## src/rtl/pov_addr_mapper.sv

```systemverilog
// Purpose: POV display address generator; tracks rotor angle from the break-beam and maps (frame, LED, angle) to a texture ROM address.
// Latency: rom_addr/addr_valid are registered 2 cycles after px_num; theta, frame_cur and stalled come straight from state registers.
// Backpressure: none; free-running, and the strip driver samples rom_addr whenever addr_valid is high. Optional auto frame advance: POV_AUTO_ADVANCE_EN.
module pov_addr_mapper #(
    parameter int   LED_COUNT   = 52,
    parameter int   TEX_WIDTH   = 256,
    parameter int   NUM_FRAMES  = 24,
    parameter int   THETA_BITS  = 6,
    parameter int   PERIOD_BITS = 28,
    localparam int  FRAME_SIZE  = TEX_WIDTH * LED_COUNT,
    localparam int  ADDR_W      = $clog2(FRAME_SIZE * NUM_FRAMES)
) (
    input  logic                  clk,
    input  logic                  reset,
    input  logic                  rev_in,
    input  logic [5:0]            px_num,
    input  logic [7:0]            frame_req,
    input  logic                  auto_en,
    input  logic [7:0]            auto_div,
    output logic [ADDR_W-1:0]     rom_addr,
    output logic                  addr_valid,
    output logic [THETA_BITS-1:0] theta,
    output logic [7:0]            frame_cur,
    output logic                  stalled
);

    localparam logic [PERIOD_BITS-1:0] CNT_MAX   = {PERIOD_BITS{1'b1}};
    localparam logic [PERIOD_BITS-1:0] CNT_ONE   = PERIOD_BITS'(1);
    localparam logic [THETA_BITS-1:0]  THETA_MAX = {THETA_BITS{1'b1}};

    logic                   rev_q;
    logic                   rev_edge;
    logic [PERIOD_BITS-1:0] period_cnt_q, period_cnt_d;
    logic [PERIOD_BITS-1:0] period_lat_q, period_lat_d;
    logic [PERIOD_BITS-1:0] sub_cnt_q, sub_cnt_d;
    logic [PERIOD_BITS-1:0] step;
    logic [THETA_BITS-1:0]  theta_q, theta_d;
    logic                   stalled_w;
    logic [7:0]             frame_cur_q, frame_cur_d;
    logic [7:0]             frame_req_cl;
    logic [5:0]             px_cl;
    logic [ADDR_W-1:0]      base_d, col_d;
    logic [ADDR_W-1:0]      s1_base_q, s1_col_q;
    logic                   s1_vld_d, s1_vld_q;
    logic [ADDR_W-1:0]      rom_addr_q;
    logic                   addr_valid_q;

    assign rev_edge  = rev_in & ~rev_q;
    // A saturated period counter means the rotor has stopped (or never spun up).
    assign stalled_w = (period_cnt_q == CNT_MAX);

    // Revolution period measurement. The counter stays at 0 until the first
    // edge after reset, so that edge latches 0 (a partial revolution is not a
    // period) and addressing only becomes valid after a second edge.
    always_comb begin
        period_cnt_d = period_cnt_q;
        period_lat_d = period_lat_q;
        if (rev_edge) begin
            period_cnt_d = CNT_ONE;
            // Coming out of a stall the count is meaningless; keep the old period.
            if (!stalled_w) begin
                period_lat_d = period_cnt_q;
            end
        end else if ((period_cnt_q != '0) && !stalled_w) begin
            period_cnt_d = period_cnt_q + CNT_ONE;
        end
    end

    // Angle step: cycles per theta increment, never below 1.
    always_comb begin
        step = period_lat_q >> THETA_BITS;
        if (step == '0) begin
            step = CNT_ONE;
        end
    end

    // Angle tracker: theta advances once per step cycles and parks at its top value.
    always_comb begin
        sub_cnt_d = sub_cnt_q;
        theta_d   = theta_q;
        if (rev_edge) begin
            sub_cnt_d = '0;
            theta_d   = '0;
        end else if (sub_cnt_q >= (step - CNT_ONE)) begin
            sub_cnt_d = '0;
            if (theta_q != THETA_MAX) begin
                theta_d = theta_q + THETA_BITS'(1);
            end
        end else begin
            sub_cnt_d = sub_cnt_q + CNT_ONE;
        end
    end

    assign frame_req_cl = (int'(frame_req) >= NUM_FRAMES) ? 8'(NUM_FRAMES - 1) : frame_req;

`ifdef POV_AUTO_ADVANCE_EN
    logic       auto_en_q;
    logic       auto_toggle;
    logic [7:0] rev_cnt_q, rev_cnt_d;

    assign auto_toggle = auto_en ^ auto_en_q;

    // Frame select, changed only on a revolution edge so a frame never tears.
    // Toggling auto mode restarts the revolution count and suppresses an
    // advance on a coincident edge.
    always_comb begin
        rev_cnt_d   = rev_cnt_q;
        frame_cur_d = frame_cur_q;
        if (auto_toggle) begin
            rev_cnt_d = '0;
        end else if (rev_edge && auto_en) begin
            if (rev_cnt_q >= auto_div) begin
                rev_cnt_d   = '0;
                frame_cur_d = (int'(frame_cur_q) >= NUM_FRAMES - 1) ? 8'd0 : frame_cur_q + 8'd1;
            end else begin
                rev_cnt_d = rev_cnt_q + 8'd1;
            end
        end
        if (rev_edge && !auto_en) begin
            frame_cur_d = frame_req_cl;
        end
    end

    // Auto-advance state.
    always_ff @(posedge clk or posedge reset) begin
        if (reset) begin
            auto_en_q <= 1'b0;
            rev_cnt_q <= '0;
        end else begin
            auto_en_q <= auto_en;
            rev_cnt_q <= rev_cnt_d;
        end
    end
`else
    // Auto-advance controls are present on the port list but have no effect in this build.
    logic unused_auto;
    assign unused_auto = ^{auto_en, auto_div};

    // Frame select, changed only on a revolution edge so a frame never tears.
    always_comb begin
        frame_cur_d = frame_cur_q;
        if (rev_edge) begin
            frame_cur_d = frame_req_cl;
        end
    end
`endif

    // Address stage-1 operands: frame/LED base and texture column for the current angle.
    always_comb begin
        px_cl    = (int'(px_num) >= LED_COUNT) ? 6'(LED_COUNT - 1) : px_num;
        base_d   = ADDR_W'(frame_cur_q) * ADDR_W'(FRAME_SIZE) + ADDR_W'(px_cl) * ADDR_W'(TEX_WIDTH);
        col_d    = ADDR_W'((int'(theta) * TEX_WIDTH) >> THETA_BITS);
        s1_vld_d = (period_lat_q != '0) && !stalled_w;
    end

    // All state registers plus the two-stage address pipeline.
    always_ff @(posedge clk or posedge reset) begin
        if (reset) begin
            rev_q        <= 1'b0;
            period_cnt_q <= '0;
            period_lat_q <= '0;
            sub_cnt_q    <= '0;
            theta_q      <= '0;
            frame_cur_q  <= '0;
            s1_base_q    <= '0;
            s1_col_q     <= '0;
            s1_vld_q     <= 1'b0;
            rom_addr_q   <= '0;
            addr_valid_q <= 1'b0;
        end else begin
            rev_q        <= rev_in;
            period_cnt_q <= period_cnt_d;
            period_lat_q <= period_lat_d;
            sub_cnt_q    <= sub_cnt_d;
            theta_q      <= theta_d;
            frame_cur_q  <= frame_cur_d;
            s1_base_q    <= base_d;
            s1_col_q     <= col_d;
            s1_vld_q     <= s1_vld_d;
            rom_addr_q   <= s1_base_q + s1_col_q;
            addr_valid_q <= s1_vld_q;
        end
    end

    assign theta      = stalled_w ? '0 : theta_q;
    assign stalled    = stalled_w;
    assign frame_cur  = frame_cur_q;
    assign rom_addr   = rom_addr_q;
    assign addr_valid = addr_valid_q;

endmodule

```

## config.mk

```make
export PLATFORM = sky130hd
export DESIGN_NAME = pov_addr_mapper
export DESIGN_NICKNAME = d
export VERILOG_FILES = /design/src/rtl/pov_addr_mapper.sv
export SDC_FILE = /design/constraint.sdc
export NUM_CORES = 1
export LEC_CHECK = 0
export BUFFER_PORTS_ARGS = -buffer_cell sky130_fd_sc_hd__buf_2
export CAP_MARGIN = 20
export CORE_MARGIN = 8
export CORE_UTILIZATION = 67
export CTS_BUF_LIST = sky130_fd_sc_hd__clkbuf_4
export CTS_CLUSTER_SIZE = 28
export DETAILED_ROUTE_END_ITERATION = 8
export HOLD_SLACK_MARGIN = 0.1
export PLACE_DENSITY = 0.88
export SYNTH_ARGS = -nofsm -noshare
export SYNTH_HDL_FRONTEND = slang
export SYNTH_SLANG_ARGS = --single-unit
```

## constraint.sdc

```tcl
create_clock -name clk -period 8.1 [get_ports clk]
set_input_delay 0.81 -clock clk [delete_from_list [all_inputs] [get_ports clk]]
set_output_delay 0.81 -clock clk [all_outputs]
set_load 0.05 [all_outputs]
```

==> run metrics, run 1 <==
Max IR drop VDD 0.2026 mV; Synth Register Bits 135; post-CTS sizing 0; area of the mapped netlist 0.007308 mm²; Post-CTS Hold Fix Bufs 0; Worst Setup EP sub_cnt_q[11]; Max FO, Critical Path 27; Worst Path Required 8.52 ns; number of flops mapped to enable cells by yosys 0; Hold Fails Final Rpt 0; Initial Util 0.6801; Ys Warns 0; Primary FF master, synth dfrtp_1; global-route wire length before repair 25820 µm; Slew Limit Fails 0; largest cells by area after synthesis dfrtp_1 (46%), ha_1 (8.4%), xnor2_1 (4.8%), mux2_2 (4.0%), nor2_1 (3.9%); Core ar. 0.01075 mm²; status completed; largest net degree at the start of global routing 86; Worst-Margin Slew 0.8159 ns; initial antenna violation count 1; drt first pass iters 5; syn_area_per_cell about 10 µm²; Max-Cap Viols 0; Final WS setup 2.799 ns; routed len/inst 16.90 µm; endpoint type of the worst setup path register; die outline height approximately 120 µm; Slew Limit Headroom 0.4543; Setup CP Type reg -> reg; row cnt 38; CTS tree yes; vias in the first global route about 5700; dpl cell area 0.007642 mm²; setup tns final 0 ns; Post-synth top cells dfrtp_1 (135), nor2_1 (75), ha_1 (49), nand2_1 (49), inv_1 (41); Port-buffer cells 49; Final Setup Violations 0; setup repair bufs after CTS 0; Fill cells 708; Clock Latency Late Sink 0.56 ns; R2R depth 18; ys async rst share 1.000; total power 1622 µW; CP Data Arrival Time 5.72 ns; GR Overflow Total 0; DR vias 5541; RSZ-0062 raised after global routing no; setup slack, reg-to-reg between 2 and 3 ns; CP Launch Type register; P_leak 0.003766 µW; post-route cell area 0.007914 mm²; Peak Freq 188.6 MHz; number of remaining DRC errors 0; Die Wd between 100 and 150 µm; io pins 61; area leader, netlist dfrtp_1; Final Critical Period 5.301 ns; clock skew 0.02204 ns; post-synthesis instance total approximately 720; routed wire length 15530 µm; routability cong. 0.8772; RR Endpoint sub_cnt_q[11]; area of the die 0.01451 mm²; total CTS buffers 17; routed vias/inst 6.029; Post-Place Setup Slack 2.896 ns; drt initial violations 576; most common cell in the synthesized netlist dfrtp_1; FF-to-FF Start period_lat_q[22]; post-synth top area share 0.4622; CP startpoint period_lat_q[22]; CTS Root Cell clkbuf_4; Post-DP HPWL ~11000 µm; layout cells sized above 1 0.1581; count of cell types in the netlist 60; Detail Route Antenna Nets 0; register area share after synthesis 0.4622; NumNets Final 846; GR Util All Layers 0.2208; PwrDens 205.0 mW/mm²; clk buf depth 2; clk sinks roughly 140; Final Cycle Share 0.6544; Reg clk slew, reported paths 0.12 ns; synthesis-to-layout area growth 8.286%; htree depth 4; worst hold-check path type in -> async
-- flip-flops by register name (all words and copies together), names as in the netlist, 6 cells and up --
register / cells
frame_cur: 8
period_lat_q: 28
theta_q: 6
s1_base_q: 11
s1_col_q: 6
rom_addr: 17
sub_cnt_q: 28
period_cnt_q: 28
-- cell type report --
cell class | instances | area (µm²) | share of cell area
Timing Repair Buffer | 53 | 295.3 | 0.03731
Clock inverter | 11 | 83.83 | 0.01059
Sequential cell | 135 | 3378 | 0.4269
Tap cell | 140 | 175.2 | 0.02213
Antenna cell | 1 | 2.502 | 0.0003162
Clock buffer | 21 | 157.7 | 0.01992
Inverter | 41 | 156.4 | 0.01976
Multi-Input combinational cell | 517 | 3665 | 0.4631
-- routing by layer --
metal	GRT usage	vias up	wire (µm)
met5	0	-	0
met4	0.1077	0	395
met3	0.05734	40	687
met2	0.3737	165	7963
met1	0.2567	2737	6484
li1	-	2599	-
-- critical path, stage by stage (launching register included) --
cell and delay [ns]:
dfrtp_1 0.45, nor4_1 0.44, nor3b_1 0.71, nand2_1 0.10, or3_1 0.47, nor2b_1 0.19, ha_1 0.22, nand3_1 0.17
nand2b_1 0.19, nor3_2 0.11, nand2_1 0.09, xor2_1 0.07, ha_1 0.27, nand4_1 0.11, or3_1 0.40, nor2_1 0.17
o31a_1 0.33, or2_2 0.51, nor2_1 0.16
-- power breakdown --
part / switching (µW) / leakage, µW / internal [µW]
Combinational: 274 / 0.00186 / 132
Clock: 240 / 0.000132 / 160
Sequential: 58.1 / 0.00178 / 758
Total: 573 / 0.00377 / 1050
-- worst min path at each step --
stage / cells past startpoint / slack [ns] / endpoint / from
floorplan: 0 / 0.33 / addr_valid / s1_vld_q
global placement: 0 / 0.33 / rom_addr[9] / s1_base_q[9]
detailed placement: 0 / 0.34 / rom_addr[12] / s1_base_q[12]
CTS: 2 / 0.32 / sub_cnt_q[8] / reset
global route: 2 / 0.33 / sub_cnt_q[22] / reset
finish: 2 / 0.32 / theta_q[4] / reset
-- cells by family after synthesis --
logic type               share of synthesized area
XOR/XNOR                                   0.08458
other                                     0.001028
AO/OA/AOI/OAI                              0.07567
multiplexers                               0.04280
AND/OR/NAND/NOR                             0.1948
buffers and inverters                      0.03852
flip-flops                                  0.4622
adder cells (fa/ha/maj)                     0.1003
-- stage by stage --
stage          hold slack [ns]  instances    util
2_1_floorplan           0.3312        718       -
3_3_place_gp            0.3311        885  0.7112
3_5_place_dp            0.3355        885  0.7112
4_1_cts                 0.3152        917  0.7337
5_1_grt                 0.3347        919  0.7365
6_report                0.3247        919  0.7365
-- placed cells by master (no fill, tap or decap), drive strengths merged, types with 9 or more instances in the layout --
cell      n
nor2b     9
clkbuf   21
dfrtp   135
a21oi    28
buf      53
nor4     21
nand2    49
nand2b   11
o21ai    23
xnor2    40
xor2     28
mux2     26
nor2     76
ha       49
nand3    29
inv      41
and3     10
nand4    18
nor3     11
or4      12
Power figures use the tool's default switching activity.
==> run 2: changes to the inputs <==
Settings changed: CORE_UTILIZATION 67 to 62, PLACE_DENSITY 0.88 to 0.82.
Clock period 8.1 ns to 5 ns, I/O delays scaled along.
==> run metrics, run 2 (synthesis results as in run 1) <==
setup repair bufs after CTS 0 (unchanged); number of remaining DRC errors 0 (unchanged); clk sinks 135 (unchanged); status completed; Crit path top cell by count or3_1; Switch Pwr 920.4 µW (+61%); drt first pass iters 5 (unchanged); routed len/inst 16.61 µm (-1.7%); Worst-Margin Slew 0.9311 ns (+0.1152 ns); Hold Fails Final Rpt 0 (unchanged); max incr delay on CP 0.58 ns (-0.13 ns); Slowest-stage cell, CP or4_4; Reg clk slew, reported paths 0.11 ns (about the same); Util after Layout 0.6979 (-0.03862); routed wire length 15420 µm (-0.74%); row cnt 39 (+2.6%); NumNets Final 852 (+0.71%); Max-Cap Viols 0 (unchanged); Port-buffer cells 49 (unchanged); PwrDens 339.0 mW/mm² (+65%); Setup CP Type reg -> reg; clk buf depth 2 (unchanged); worst hold-check path type in -> reg; largest net degree at the start of global routing 79 (-8.1%); setup slack, reg-to-reg 0.26 ns (-2.54 ns); Max IR drop VDD 0.2633 mV (+30%); Gate power share 0.245 (-0.005); io pins 61 (unchanged); sequential fraction of design power 0.485 (-0.018); CTS Root Cell clkbuf_4; Crit path max-delay family simple AND/OR/NAND/NOR gates; global-route wire length before repair 26340 µm (+2.0%); die outline height 124.6 µm (+3.4%); P_leak 0.003810 µW (+1.2%); routed vias/inst 5.922 (-1.8%); critical path buffer and inverter count 1 (+1); GR Overflow Total 0 (unchanged); Clock Latency Late Sink 0.55 ns (about the same); commonest non-fill, non-tap cell in the layout dfrtp_1; total CTS buffers 17 (unchanged); # placed instances 892 (+0.79%); Clock power frac 0.270 (+0.023); Post-DP HPWL 11230 µm (+1.3%); internal power 1793 µW (+71%); Core ar. 0.01147 mm² (+6.7%); Final Setup Violations 0 (unchanged); R2R depth 18 (unchanged); Die Wd 124.6 µm (+3.4%); Switching Fraction 0.3392 (-0.01377); worst hold margin 0.1348 ns (-0.1899 ns); Initial Util 0.6373 (-0.04282); DR vias 5496 (-0.81%); CTS tree yes; vias in the first global route 5616 (-2.1%); CP Data Arrival Time 5.21 ns (-0.51 ns); Hold Path Stages 2; Slew Limit Headroom 0.3793 (-0.07501); setup tns final 0 ns (unchanged); commonest non-fill, non-tap cells in the layout dfrtp_1 (135), nor2_1 (74), nand2_1 (49), ha_1 (49), buf_2 (49); synthesis-to-layout area growth 9.502%; htree depth 4 (unchanged); worst-path cell chain or4_4 > or3_1 > or3_1 > nor2b_1 > ha_1 > nand3_1 > nand2b_2 > nor3_2 > nand2_1 > xor2_1 > ha_1 > nand4_1 > or3_1 > o211ai_1 > or2_2 > or2_2 > buf_12 > nor2_1; GR Util All Layers 0.2060 (-0.01483); fin cells 928 (+0.98%); Max FO, Critical Path 22 (-19%); Critical Path Stages 18 (unchanged); layout cells sized above 1 0.1594 (+0.001341); Detail Route Antenna Nets 0 (unchanged); Peak Freq 211.0 MHz (+12%); Final Cycle Share 0.9477 (+0.2933); routability cong. 0.8392 (-4.3%); initial antenna violation count 1 (unchanged); Final Critical Period 4.739 ns (-0.5622 ns); drt initial violations 535 (-7.1%); clock skew 0.01410 ns (-0.007948 ns); Slew Limit Fails 0 (unchanged); RSZ-0062 raised after global routing no; area of the die 0.01552 mm² (+7.0%); largest registers period_cnt_q: 28 flops, period_lat_q: 28 flops, sub_cnt_q: 28 flops; CP Launch Type register; endpoint type of the worst setup path register; Worst Path Required 5.47 ns (-3.05 ns)
## run 2: cell types whose count changed in the layout (fill, tap and decap cells not counted)
cell           delta
nand2b_2          +1
buf_16            -1
clkbuf_4          -2
nand2b_1          -1
bufinv_16         +2
clkinv_1          +2
buf_4             +3
dlygate4sd3_1     +3
clkinvlp_4        -2
buf_12            +1
## run 2: metal layers
metal  global-route usage  routed length, µm
met5                    0                  0
met4              0.09001                318
met3              0.06085                711
met2               0.3385               7811
met1               0.2457               6574
## run 2: repair_timing
item | in CTS | in global routing
hold endpoints to repair | 1 | 2
resized for setup | 0 | 1
hold buffers | 1 | 2
setup endpoints to repair | 0 | 23
## run 2: layout make-up
cell class                 count  area (µm²)
tap                          143       178.9
antenna                        1       2.502
sequential                   135        3378
inverter                      41       156.4
clock buffer                  19       142.6
timing repair buffer          59       340.3
multi-input combinational    517        3667
fill                         826        3465
clock inverter                13       136.4
## run 2: power by group through the flow
stage | clock (µW) | sequential, µW | combinational [µW]
3_3_place_gp | 0 | 1330 | 640
3_5_place_dp | 0 | 1340 | 664
5_1_grt | 788 | 1330 | 725
4_1_cts | 743 | 1320 | 668
6_report | 732 | 1320 | 665
2_1_floorplan | 0 | 1460 | 375
## run 2: final timing paths
kind | from | to
max | period_lat_q[11] | sub_cnt_q[6]
max reg2reg | period_lat_q[11] | sub_cnt_q[6]
min reg2reg | s1_col_q[3] | rom_addr[3]
min | px_num[0] | s1_base_q[8]
min in group asynchronous | reset | s1_col_q[7]
max in group asynchronous | reset | period_cnt_q[4]
## run 2: metrics by stage
step                worst slack, ns  total power, µW  instance area, µm²
finish                       0.2613             2713                8003
CTS                          0.2356             2727                7978
detailed placement           0.2883             2003                7689
global route               0.002221             2846                8003
global placement             0.4046             1966                7689
floorplan                    0.5016             1839                7320
